[config.mk]
export PLATFORM = sky130hd
export DESIGN_NAME = cnn_layer_accel_weight_sequencer_flat
export DESIGN_NICKNAME = d
export VERILOG_FILES = /design/src/rtl/cnn_layer_accel_pkg.sv /design/src/rtl/cnn_layer_accel_weight_sequencer_if.sv /design/src/rtl/cnn_layer_accel_gray_counter2.sv /design/src/rtl/cnn_layer_accel_weight_sequencer.sv /design/src/flat_wrapper.sv
export SDC_FILE = /design/constraint.sdc
export NUM_CORES = 1
export LEC_CHECK = 0
export ABC_AREA = 1
export CAP_MARGIN = 10
export CORE_MARGIN = 2
export CORE_UTILIZATION = 50
export DETAILED_ROUTE_END_ITERATION = 8
export GPL_TIMING_DRIVEN = 0
export PLACE_DENSITY = 0.71
export SLEW_MARGIN = 30
export SYNTH_ARGS = -nofsm -noshare
export SYNTH_HDL_FRONTEND = slang
export SYNTH_SLANG_ARGS = --single-unit
[constraint.sdc]
create_clock -name clk -period 1.9 [get_ports clk]
set_input_delay 0.19 -clock clk [delete_from_list [all_inputs] [get_ports clk]]
set_output_delay 0.19 -clock clk [all_outputs]
set_load 0.05 [all_outputs]
[src/rtl/cnn_layer_accel_pkg.sv]
// Shared types and constants for the CNN layer accelerator weight path.
// Sequencer state, table depth and row-phase gray code helpers.
package cnn_layer_accel_pkg;

  typedef enum logic [1:0] {
    IDLE,
    RUN,
    DONE
  } seq_state_t;

  localparam int C_SEQ_LEN = 5;

  localparam logic [1:0] GRAY_0 = 2'b00;
  localparam logic [1:0] GRAY_1 = 2'b01;
  localparam logic [1:0] GRAY_2 = 2'b11;
  localparam logic [1:0] GRAY_3 = 2'b10;

  function automatic logic [1:0] next_gray2(
    input logic [1:0] g
  );
    logic [1:0] n;
    n = GRAY_0;
    unique case (g)
      GRAY_0: n = GRAY_1;
      GRAY_1: n = GRAY_2;
      GRAY_2: n = GRAY_3;
      GRAY_3: n = GRAY_0;
    endcase
    return n;
  endfunction

endpackage

[src/rtl/cnn_layer_accel_weight_sequencer_if.sv]
// Control and table-address bundle between the layer controller,
// the weight sequencer and the weight sequence table.
interface cnn_layer_accel_weight_sequencer_if #(
  parameter int C_ROW_W = 8,
  parameter int C_COL_W = 10
);

  logic               start;
  logic [C_ROW_W-1:0] num_rows;
  logic [C_COL_W-1:0] num_cols;
  logic               stall;
  logic [1:0]         gray_code;
  logic               sequence_selector;
  logic [2:0]         seq_data_addr;
  logic               seq_valid;
  logic               busy;
  logic               done;

  modport master (
    input  start,
    input  num_rows,
    input  num_cols,
    input  stall,
    output gray_code,
    output sequence_selector,
    output seq_data_addr,
    output seq_valid,
    output busy,
    output done
  );

  modport slave (
    output start,
    output num_rows,
    output num_cols,
    output stall,
    input  gray_code,
    input  sequence_selector,
    input  seq_data_addr,
    input  seq_valid,
    input  busy,
    input  done
  );

endinterface

[src/rtl/cnn_layer_accel_gray_counter2.sv]
// Two-bit gray code counter, 00->01->11->10->00.
// Synchronous clear has priority over enable.
module cnn_layer_accel_gray_counter2
  import cnn_layer_accel_pkg::*;
(
  input  logic       clk,
  input  logic       rst,
  input  logic       clr,
  input  logic       en,
  output logic [1:0] q
);

  always_ff @(posedge clk) begin
    if (rst || clr) begin
      q <= GRAY_0;
    end else if (en) begin
      q <= next_gray2(q);
    end
  end

endmodule

[src/rtl/cnn_layer_accel_weight_sequencer.sv]
// Walks rows x kernel columns x table depth, emitting one weight
// sequence table address per unstalled cycle.
module cnn_layer_accel_weight_sequencer
  import cnn_layer_accel_pkg::*;
#(
  parameter int C_ROW_W = 8,
  parameter int C_COL_W = 10
) (
  input logic clk,
  input logic rst,
  cnn_layer_accel_weight_sequencer_if.master bus
);

  localparam logic [2:0] ADDR_LAST = 3'(C_SEQ_LEN - 1);

  seq_state_t         state;
  logic [C_ROW_W-1:0] rows_q;
  logic [C_COL_W-1:0] cols_q;
  logic [C_ROW_W-1:0] row;
  logic [C_COL_W-1:0] col;
  logic [2:0]         addr;
  logic               sel;
  logic               valid;
  logic               busy;
  logic               done;
  logic [1:0]         gray;

  logic addr_last;
  logic col_last;
  logic row_last;
  logic run_go;
  logic gray_clr;
  logic gray_en;

  assign addr_last = addr == ADDR_LAST;
  assign col_last  = col == cols_q - C_COL_W'(1);
  assign row_last  = row == rows_q - C_ROW_W'(1);
  assign run_go    = state == RUN && !bus.stall;

  // Gray code steps only on a row change that is not the final one.
  assign gray_clr = state == IDLE && bus.start;
  assign gray_en  = run_go && addr_last && col_last && !row_last;

  cnn_layer_accel_gray_counter2 u_gray (
    .clk (clk),
    .rst (rst),
    .clr (gray_clr),
    .en  (gray_en),
    .q   (gray)
  );

  always_ff @(posedge clk) begin
    if (rst) begin
      state  <= IDLE;
      rows_q <= '0;
      cols_q <= '0;
      row    <= '0;
      col    <= '0;
      addr   <= '0;
      sel    <= 1'b1;
      valid  <= 1'b0;
      busy   <= 1'b0;
      done   <= 1'b0;
    end else begin
      unique case (state)
        IDLE: begin
          if (bus.start) begin
            rows_q <= bus.num_rows;
            cols_q <= bus.num_cols;
            row    <= '0;
            col    <= '0;
            addr   <= '0;
            sel    <= 1'b1;
            busy   <= 1'b1;
            if (bus.num_rows == '0 || bus.num_cols == '0) begin
              state <= DONE;
            end else begin
              state <= RUN;
              valid <= 1'b1;
            end
          end
        end
        RUN: begin
          if (bus.stall) begin
            valid <= 1'b0;
          end else if (!addr_last) begin
            addr  <= addr + 3'd1;
            valid <= 1'b1;
          end else if (!col_last) begin
            addr  <= '0;
            sel   <= ~sel;
            col   <= col + C_COL_W'(1);
            valid <= 1'b1;
          end else if (!row_last) begin
            addr  <= '0;
            sel   <= 1'b1;
            col   <= '0;
            row   <= row + C_ROW_W'(1);
            valid <= 1'b1;
          end else begin
            state <= DONE;
            valid <= 1'b0;
            busy  <= 1'b0;
            done  <= 1'b1;
          end
        end
        DONE: begin
          // An empty pass enters here with done low and pulses one cycle later.
          if (!done) begin
            done <= 1'b1;
            busy <= 1'b0;
          end else begin
            done  <= 1'b0;
            state <= IDLE;
          end
        end
        default: state <= IDLE;
      endcase
    end
  end

  assign bus.gray_code         = gray;
  assign bus.sequence_selector = sel;
  assign bus.seq_data_addr     = addr;
  assign bus.seq_valid         = valid;
  assign bus.busy              = busy;
  assign bus.done              = done;

endmodule

[src/flat_wrapper.sv]
// flat-port wrapper written by rule: the top's interface ports become plain ports
module cnn_layer_accel_weight_sequencer_flat import cnn_layer_accel_pkg::*;
#(
  parameter int C_ROW_W = 8,
  parameter int C_COL_W = 10
)
  (clk, rst, bus_start, bus_num_rows, bus_num_cols, bus_stall, bus_gray_code, bus_sequence_selector, bus_seq_data_addr, bus_seq_valid, bus_busy, bus_done);
  cnn_layer_accel_weight_sequencer_if #(.C_ROW_W(C_ROW_W), .C_COL_W(C_COL_W)) bus_i ();
  input logic clk;
  input logic rst;
  input wire logic [$bits(bus_i.start)-1:0] bus_start;
  input wire logic [$bits(bus_i.num_rows)-1:0] bus_num_rows;
  input wire logic [$bits(bus_i.num_cols)-1:0] bus_num_cols;
  input wire logic [$bits(bus_i.stall)-1:0] bus_stall;
  output wire logic [$bits(bus_i.gray_code)-1:0] bus_gray_code;
  output wire logic [$bits(bus_i.sequence_selector)-1:0] bus_sequence_selector;
  output wire logic [$bits(bus_i.seq_data_addr)-1:0] bus_seq_data_addr;
  output wire logic [$bits(bus_i.seq_valid)-1:0] bus_seq_valid;
  output wire logic [$bits(bus_i.busy)-1:0] bus_busy;
  output wire logic [$bits(bus_i.done)-1:0] bus_done;
  assign bus_i.start = bus_start;
  assign bus_i.num_rows = bus_num_rows;
  assign bus_i.num_cols = bus_num_cols;
  assign bus_i.stall = bus_stall;
  assign bus_gray_code = bus_i.gray_code;
  assign bus_sequence_selector = bus_i.sequence_selector;
  assign bus_seq_data_addr = bus_i.seq_data_addr;
  assign bus_seq_valid = bus_i.seq_valid;
  assign bus_busy = bus_i.busy;
  assign bus_done = bus_i.done;
  cnn_layer_accel_weight_sequencer #(.C_ROW_W(C_ROW_W), .C_COL_W(C_COL_W)) u_core (.clk(clk), .rst(rst), .bus(bus_i));
endmodule
# Word level (Yosys, flattened, before mapping)
# Index checks and enable logic that the tools add are counted.
[word_totals]
output_inout_bits = 9
in_bits = 22
latch_bits = 0
reg_bits = 47
memories = 0
romBits = 0
mem_bits_rw = 0
word_cells = 112
[classes]
eq_ne = 19
add_sub_neg = 5
bitwise = 1
muxes = 52
n_div = 0
n_mul = 0
magnitude_cmp = 0
n_shift = 0
reduce_logical = 24
[ops]
columns = ["operator", "n"]
rows = [
  ["$mux 10", 5],
  ["$mux 8", 5],
  ["$mux 1", 21],
  ["$pmux 10 s2", 1],
  ["$pmux 8 s2", 1],
  ["$mux 3", 5],
  ["$mux 2", 7],
  ["$reduce_and 6->1", 2],
  ["$add 10x1->10 const B", 1],
  ["$eq 10x10->1", 1],
  ["$logic_not 10->1", 1],
  ["$ne 2x2->1 const B", 5],
  ["$reduce_and 5->1", 2],
  ["$sub 10x1->10 const B", 1],
  ["$add 8x1->8 const B", 1],
  ["$eq 8x8->1", 1],
  ["$logic_not 8->1", 1],
  ["$ne 2x1->1 const B", 4],
  ["$pmux 2 s4", 1],
  ["$sub 8x1->8 const B", 1],
  ["$reduce_and 7->1", 1],
  ["$eq 2x2->1 const B", 3],
  ["$pmux 1 s2", 3],
  ["$pmux 2 s3", 1],
  ["17 further kinds", 26],
]

# Logic depth before layout (Yosys ltp)
# Gate-level depths: netlist (run 1).
[depth]
ltp_word = 7
depth_mapped = 16
depth_no_buf = 16

# Modules after synthesis
# Synthesis (run 1) repeated with hierarchy kept, for this count alone.
[hier_totals]
hier_cells = 550
hier_area_um2 = 3389.5
[modules_own_cells]
columns = ["mod", "n_inst", "area_each_um2", "seq_area_each_um2", "cells_each"]
rows = [
  ["cnn_layer_accel_weight_sequencer", 1, 3306.9, 900.9, 538],
  ["cnn_layer_accel_gray_counter2", 1, 82.6, 40.0, 12],
]

# Worst setup path before layout (run 1)
# Ideal clock, no wire load.
[synth_timing]
path_kind = "register -> register"
start = "register u_core.addr[0] (netlist: u_core.bus.seq_data_addr[0])"
end = "register u_core.sel (netlist: u_core.bus.sequence_selector)"
path_stages_with_launch = 14
required_time_ps = 1782
synth_period_minus_slack_ps = 1969
setup_ps = 118
n_path_buf = 1
slack_ps = -69
arrival_time_ps = 1851
cell_sequence = "dfxtp_1 inv_1 ha_1 nand2_1 inv_1 nor2_1 inv_1 nand2_1 inv_1 buf_2 nand3_4 nand2_1 inv_1 nand2_1"
[synth_between]
elab_chain_len = 3
[synth_lines]
columns = ["element", "line", "source"]
rows = [
  ["start, declared", "cnn_layer_accel_weight_sequencer.sv:21", "logic [2:0] addr;"],
  ["start signal, assigned", "cnn_layer_accel_weight_sequencer.sv:87", "addr <= addr + 3'd1;"],
  ["$eq 3x3->1", "cnn_layer_accel_weight_sequencer.sv:35", "assign addr_last = addr == ADDR_LAST;"],
  ["$ne 2x1->1 (no line)", "--", ""],
  ["$reduce_and 5->1 (no line)", "--", ""],
  ["end signal, assigned", "cnn_layer_accel_weight_sequencer.sv:91", "sel <= ~sel;"],
  ["end, declared", "cnn_layer_accel_weight_sequencer.sv:22", "logic sel;"],
]
# Every way passes these cells.
# A chain may end at the register's enable or synchronous reset.

# Final worst setup path (run 1)
[layout_timing]
start = "register u_core.cols_q[0]"
end = "register u_core.col[6]"
[layout_between]
elab_chain_len = 6
word_cells_on_any_way = 8
cone_classes = "1 x add/sub; 2 x eq/ne; 4 x mux; 1 x reduce/logical"
[layout_lines]
columns = ["element", "line", "source"]
rows = [
  ["start, declared", "cnn_layer_accel_weight_sequencer.sv:18", "logic [C_COL_W-1:0] cols_q;"],
  ["start signal, assigned", "cnn_layer_accel_weight_sequencer.sv:69", "cols_q <= bus.num_cols;"],
  ["$sub 10x1->10 (*)", "cnn_layer_accel_weight_sequencer.sv:36", "assign col_last = col == cols_q - C_COL_W'(1);"],
  ["$eq 10x10->1 (*)", "cnn_layer_accel_weight_sequencer.sv:36", ""],
  ["$mux 10", "cnn_layer_accel_weight_sequencer.sv:89", "end else if (!col_last) begin"],
  ["$mux 10", "cnn_layer_accel_weight_sequencer.sv:86", "end else if (!addr_last) begin"],
  ["$mux 10", "cnn_layer_accel_weight_sequencer.sv:84", "if (bus.stall) begin"],
  ["$pmux 10 s2", "cnn_layer_accel_weight_sequencer.sv:65", "unique case (state)"],
  ["end signal, assigned", "cnn_layer_accel_weight_sequencer.sv:92", "col <= col + C_COL_W'(1);"],
  ["end, declared", "cnn_layer_accel_weight_sequencer.sv:20", "logic [C_COL_W-1:0] col;"],
]
# Mark *: on every way between the ends. The rest lies on a longest branch, timed or not. The select of a mux whose other input is x is not followed.

==> flow_summary.ini, run 1 <==
[yosys]
synth_top_family_by_area = simple AND/OR/NAND/NOR gates
synth-xor-area-share = 0.07002
yosysTopAreaCellShare = 0.2909
synth_edf_count = 0
synthCells = 516
synth-simple-area-share = 0.4027
synth.most_common_cell = nand2_1
synthAdderAreaFrac = 0.03868
syn_area_um2 = 3234
async_flop_share = 0
ys_top_cells_by_area = dfxtp_1, nand2_1, nor2_1
syn_nets = 548
ys_ff_latch = 47
syn_avg_cell_area_um2 = 6.268
synthDistinctLibCells = 35
ys_top_cells_by_count = nand2_1, nor2_1, inv_1
synth.area.mux_share = 0
synth-compound-area-share = 0.09826
seq_area_frac_synth = 0.2909
synth_warnings = 0
yosysTopAreaCell = dfxtp_1
synth_flop_cell = dfxtp_1

[cells_and_area]
layout-drive-gt1-share = 0.1751
nets = 602
fill_cells = 574
multi_input_area_um2 = 2173
antennaDiodeCount = 0
area_growth_pct = 26.54
fin_cells = 648
register_area_um2 = 948.4

[drt]
final_antenna_net_count = 0
route.detailed.drc = 0
routedLengthMet1_um = 3833
wl_per_cell_um = 13.05
top_layer = met4
via_per_inst = 5.184
drt_wl_total_um = 8454
drt_pass1_iterations = 4
drt_iter0_drc = 161
dr_wl_met2_um = 4346
wl_met3_um = 223
num_vias = 3359

[sta]
clock.fmax_mhz = 493.1
period_share = 1.067
hold_viol = 0
rsz0062_at_grt = yes
finalWorstSetupSlack_ps = -127.8
finalHoldWorstSlack_ps = 467.5
tightest_slew_ps = 677.7
relSlewSlack = 0.5482
setup_violations = 26
final.min_clock_period_ps = 2028
skew_ps = 8.149
slew_violations = 0

[floorplan]
die-area_um2 = 7128
core_um2 = 6314
dieHeight_um = 84.43
io_pins = 31
initial_core_util = 0.5123
die_w_um = 84.43
core.rowCount = 29

[setup_path]
cp.arrival_ps = 2270
cp_top_family = simple AND/OR/NAND/NOR gates
end_kind = flop
crit_required_ps = 2140
cp_max_fo = 5
slowest_delay_ps = 340
start_kind = flop
crit_chain = inv_2 > ha_4 > nand2_1 > inv_1 > nor2_1 > nand2_1 > nor2_1 > nand2_1 > nor2_1 > nand3_1 > nor2_4 > nand2_2 > nand2_4 > buf_6 > nand2_4 > a21oi_2
crit_type = flop to flop
critPathBufInv = 3
critPathSlowestCell = dfxtp_2
reg2reg_slack_ps = -130

[global_route]
grt_overflow = 0
grt_pass1_vias = 3221
grt_pass1_wl_um = 14490
grt_start_max_net_pins = 14
antenna_found_initial = 0
grt_usage = 0.2454

[clock_tree]
cts_tree = yes
clkLatencyLatePin_ps = 310
clock-sinks = 47
cts_buffers = 5
clk_pin_slew_ps = 90
root_buffer = clkbuf_8
htreeDepth = 2
clk_path_buf_depth = 2

[power_and_ir_drop]
leakagePower_uw = 0.001810
powerDensity_nw_per_um2 = 1189
peakVddDrop_mv = 0.8448

[placed_design]
hpwl_um = 6036
dp_cells = 623
io_buffers = 30
place_congestion = 0.8115

[outcome]
run_status = complete, but fails checks
violations = setup timing

[worst_hold_path]
hold_path.class = flop to flop

[job]
max-cap-violations = 0
-- flip-flops by register name, summed over array words and instances, names as in the netlist --
name / cells
u_core.rows_q: 8
u_core.col: 10
u_core.row: 8
u_core.cols_q: 10
u_core.state: 2
u_core.bus.busy: 1
u_core.u_gray.q: 2
u_core.bus.seq_valid: 1
u_core.bus.seq_data_addr: 3
u_core.bus.done: 1
u_core.bus.sequence_selector: 1
-- timing repair --
action                     CTS  global route
setup buffers               13             3
setup endpoints to repair   30            33
hold buffers                 0             0
gates cloned                 2             0
gates resized for setup     41            28
pin swaps                   31            13
-- worst register-to-register path: stages, from the launching register on --
cell and delay [ps]:
dfxtp_2 340, inv_2 50, ha_4 240, nand2_1 60
inv_1 30, nor2_1 70, nand2_1 90, nor2_1 100
nand2_1 50, nor2_1 80, nand3_1 120, nor2_4 170
nand2_2 100, nand2_4 120, buf_6 160, nand2_4 50
a21oi_2 120
-- per-layer routing --
metal / global-route usage / vias up
li1: - / 1744
met1: 0.3103 / 1552
met2: 0.4430 / 58
met3: 0.03147 / 5
met4: 0.06061 / 0
met5: 0 / -
-- power by group --
group	switching, µW	total (µW)	internal [µW]
registers	181	1360	1170
logic	1770	2820	1060
clock network	354	687	333
total	2300	4870	2560
-- final timing paths --
check	from	to	cells after the start
min reg2reg	u_core.bus.seq_valid	u_core.bus.seq_valid	2
min	u_core.bus.seq_valid	u_core.bus.seq_valid	2
max reg2reg	u_core.cols_q[0]	u_core.col[6]	16
max	u_core.cols_q[0]	u_core.col[6]	16
-- cell usage in the layout (no fill, tap or decap), types with 2 or more instances in the layout --
cell type,n
nand3_2,6
a21oi_2,8
nand2_4,6
nor3_1,3
xnor2_1,10
nand4_1,9
nor2_2,5
nand3_4,2
nand2_2,11
a21oi_1,26
nand3_1,30
nand3b_1,2
nor3_4,3
o21ai_1,3
clkbuf_8,7
clkbuf_2,2
inv_4,2
o21ai_0,21
buf_2,2
inv_1,52
nor4_1,5
ha_4,2
xor2_1,14
ha_1,7
dfxtp_1,41
buf_4,13
buf_6,6
dfxtp_2,6
nor2_4,4
clkdlybuf4s50_1,30
clkbuf_1,7
nand2_1,123
nor2_1,82
nor3b_1,2
inv_2,8
-- logic make-up after synthesis --
group	count (synthesis)
buf+inv	78
xor+xnor	25
fa+ha+maj	10
flops	47
compound gates	62
simple gates	294
-- area by class of cell --
class | count | area share
repair buffers | 47 | 0.1082
inverters | 63 | 0.05931
multi-input cells | 392 | 0.5310
clock buffers | 8 | 0.02446
plain buffers | 14 | 0.02171
flip-flops and latches | 47 | 0.2317
well taps | 77 | 0.02354
-- per-stage QoR --
| step | power, µW | setup TNS [ps] | setup WS, ps | utilization | instance area (µm²) |
|---|---|---|---|---|---|
| after detailed placement | 3754 | -8860 | -408.1 | 0.5755 | 3633 |
| after global routing | 5263 | -6971 | -300.2 | 0.6482 | 4093 |
| final | 4865 | -2229 | -127.8 | 0.6482 | 4093 |
| after floorplan | 3202 | 0 | 1.442 | - | 3237 |
| after global placement | 3705 | -7744 | -365.1 | 0.5755 | 3633 |
| after CTS | 4727 | -1521 | -117.4 | 0.6290 | 3971 |
Power figures use the tool's default switching activity.
==> run 2, diff against run 1 <==
--- a/config.mk
+++ b/config.mk
@@ -7,7 +7,7 @@
 export LEC_CHECK = 0
 export ABC_AREA = 1
 export CAP_MARGIN = 10
-export CORE_MARGIN = 2
+export CORE_MARGIN = 5
 export CORE_UTILIZATION = 50
 export DETAILED_ROUTE_END_ITERATION = 8
 export GPL_TIMING_DRIVEN = 0
@@ -15,4 +15,5 @@
 export SLEW_MARGIN = 30
 export SYNTH_ARGS = -nofsm -noshare
 export SYNTH_HDL_FRONTEND = slang
+export SYNTH_HIERARCHICAL = 1
 export SYNTH_SLANG_ARGS = --single-unit
==> run 2 against run 1 <==
  * The flow still finishes with violations (setup timing)
  * Largest power group unchanged
  * Final area grew 4.2%
  * Routed wire length grew 4.4%
  * Synthesized area grew 4.8%
  * Via count grew 7.2%
  * Largest cell class unchanged
  * Critical endpoint is now u_core/col[3]
==> flow_summary.ini, run 2 <==
[outcome]
run_status = complete, but fails checks
violations = setup timing

[setup_path]
reg2reg_slack_ps = -200
start_kind = flop
cp_max_fo = 10
cp.arrival_ps = 2270
end_kind = flop
crit_end = u_core/col[3]
crit_required_ps = 2070
cp-startpoint = u_core/cols_q[1]
crit_type = flop to flop
r2r_end = u_core/col[3]
r2r-start = u_core/cols_q[1]
reg2reg_depth = 16

[job]
max-cap-violations = 0

[cells_and_area]
nets = 633
final_util = 0.6380
fin_cells = 683
final_common_cell = nand2_1
fill_cells = 613
layout_common_cells = nand2_1, inv_1, nor2_1, nand3_1, dfxtp_1
top_regs = u_core/col x10, u_core/cols_q x10
register_area_um2 = 949.7
antennaDiodeCount = 0
multi_input_area_um2 = 2275
layout-drive-gt1-share = 0.1940
area_growth_pct = 25.77

[global_route]
antenna_found_initial = 0
grt_pass1_wl_um = 15110
grt_overflow = 0
grt_pass1_vias = 3432
grt_usage = 0.2143
grt_start_max_net_pins = 15

[floorplan]
die_w_um = 92.34
core_um2 = 6681
die-area_um2 = 8526
dieHeight_um = 92.34
initial_core_util = 0.5073
io_pins = 31
core.rowCount = 30

[clock_tree]
clock-sinks = 47
cts_tree = yes
cts_buffers = 5
clkLatencyLatePin_ps = 310
root_buffer = clkbuf_8
htreeDepth = 2
cts_hold_buf = 0
clk_pin_slew_ps = 90
clk_path_buf_depth = 2

[drt]
via_per_inst = 5.272
route.detailed.drc = 0
drt_iter0_drc = 189
num_vias = 3601
wl_per_cell_um = 12.92
drt_wl_total_um = 8823
drt_pass1_iterations = 4
final_antenna_net_count = 0

[placed_design]
place_congestion = 0.8593
dp_cells = 660
hpwl_um = 6717
io_buffers = 30
pre_cts_slack_ps = -318.7

[sta]
skew_ps = 10.66
rsz0062_at_grt = yes
tightest_slew_ps = 692.8
finalWorstSetupSlack_ps = -201.9
hold_viol = 0
relSlewSlack = 0.5382
finalHoldWorstSlack_ps = 476.6
final.min_clock_period_ps = 2102
clock.fmax_mhz = 475.8
period_share = 1.106
slew_violations = 0
setup_violations = 29

[power_and_ir_drop]
peakVddDrop_mv = 0.7525
leakagePower_uw = 0.001853
powerDensity_nw_per_um2 = 1393
power.total_uw = 5936

[yosys]
synthDistinctLibCells = 32
yosysTopAreaCellShare = 0.2776
synth_warnings = 6
synth.most_common_cell = nand2_1
syn_area_um2 = 3390
yosysTopAreaCell = dfxtp_1
async_flop_share = 0
ys_ff_latch = 47
synth_edf_count = 0
synth_flop_cell = dfxtp_1
ys_top_cells_by_area = dfxtp_1, nand2_1, nand3_1
syn_avg_cell_area_um2 = 6.163
synthCells = 550
seq_area_frac_synth = 0.2776
syn_nets = 581
ys_top_cells_by_count = nand2_1, inv_1, nor2_1

[worst_hold_path]
hold_path.class = flop to flop
==> run 2: cell types whose count changed in the layout (fill, tap and decap cells not counted), sizes merged, moves of 4 or more <==
| cell | previous run | this run |
|---|---|---|
| nor2 | 91 | 77 |
| nand4 | 9 | 4 |
| buf | 23 | 19 |
| nand3 | 38 | 64 |
| xnor2 | 10 | 3 |
| nand2 | 141 | 155 |
| inv | 62 | 80 |
| nor4 | 5 | 9 |
| xor2 | 15 | 10 |
| a21oi | 34 | 40 |
==> run 2: power by group <==
part / switching [µW] / total, µW / internal, µW
clock network: 346 / 873 / 526
registers: 176 / 1360 / 1190
logic: 2300 / 3700 / 1400
total: 2820 / 5940 / 3110
==> run 2: critical path, stage by stage, from the launching register on <==
cell and delay, ps:
dfxtp_2 350, inv_2 50, ha_4 260, inv_2 40
nand2_2 50, nand2_1 50, nor2_1 80, nand3_1 70
nor2_1 120, nand2_2 90, nor2_4 100, nand3_4 190
nand3_4 150, nand2_4 80, buf_8 150, nand2_1 60
a21oi_1 50
==> run 2: layout make-up <==
type	instances	share of cell area
flip-flops and latches	47	0.2228
plain buffers	12	0.01497
multi-input cells	411	0.5336
clock buffers	6	0.01702
inverters	80	0.07162
repair buffers	45	0.1024
clock inverters	2	0.01409
well taps	80	0.02348
==> run 2: kinds of logic (layout without fill, tap and decap cells) <==
group,after synthesis,in the layout,share of synthesized area
AOI/OAI and AO/OA,71,71,0.1203
buffers and inverters,92,145,0.1059
DFF,47,47,0.2776
adders and majority gates,9,9,0.03322
xor gates and xnor gates,13,13,0.03359
and+or+nand+nor,318,318,0.4293
==> run 2: worst min path at each step <==
stage | slack [ps] | end | cells past startpoint | startpoint
final | 480 | u_core/bus.seq_valid | 2 | u_core/bus.seq_valid
after global routing | 500 | u_core/bus.seq_valid | 2 | u_core/bus.seq_valid
after floorplan | 330 | u_core/u_gray/q[0] | 3 | rst
after CTS | 480 | u_core/bus.seq_valid | 2 | u_core/bus.seq_valid
after global placement | 460 | u_core/bus.seq_valid | 2 | u_core/bus.seq_valid
after detailed placement | 470 | u_core/bus.seq_valid | 2 | u_core/bus.seq_valid
==> run 2: metal layers <==
layer	wire length [µm]	track usage
met1	3857	0.2641
met5	0	0
met4	162	0.06931
met3	258	0.03412
met2	4544	0.3795
==> run 2: what timing repair did <==
item,4_1_cts,5_1_grt
setup buffers,13,2
hold endpoints to repair,0,0
gates resized for setup,31,24
pin swaps,24,15
endpoints found under the setup margin,29,31
==> run 2: per-stage QoR <==
step | TNS, ps | cell area, µm²
2_1_floorplan | -134.8 | 3423
3_3_place_gp | -5456 | 3824
3_5_place_dp | -6226 | 3824
4_1_cts | -4037 | 4168
5_1_grt | -10530 | 4263
6_report | -4408 | 4263
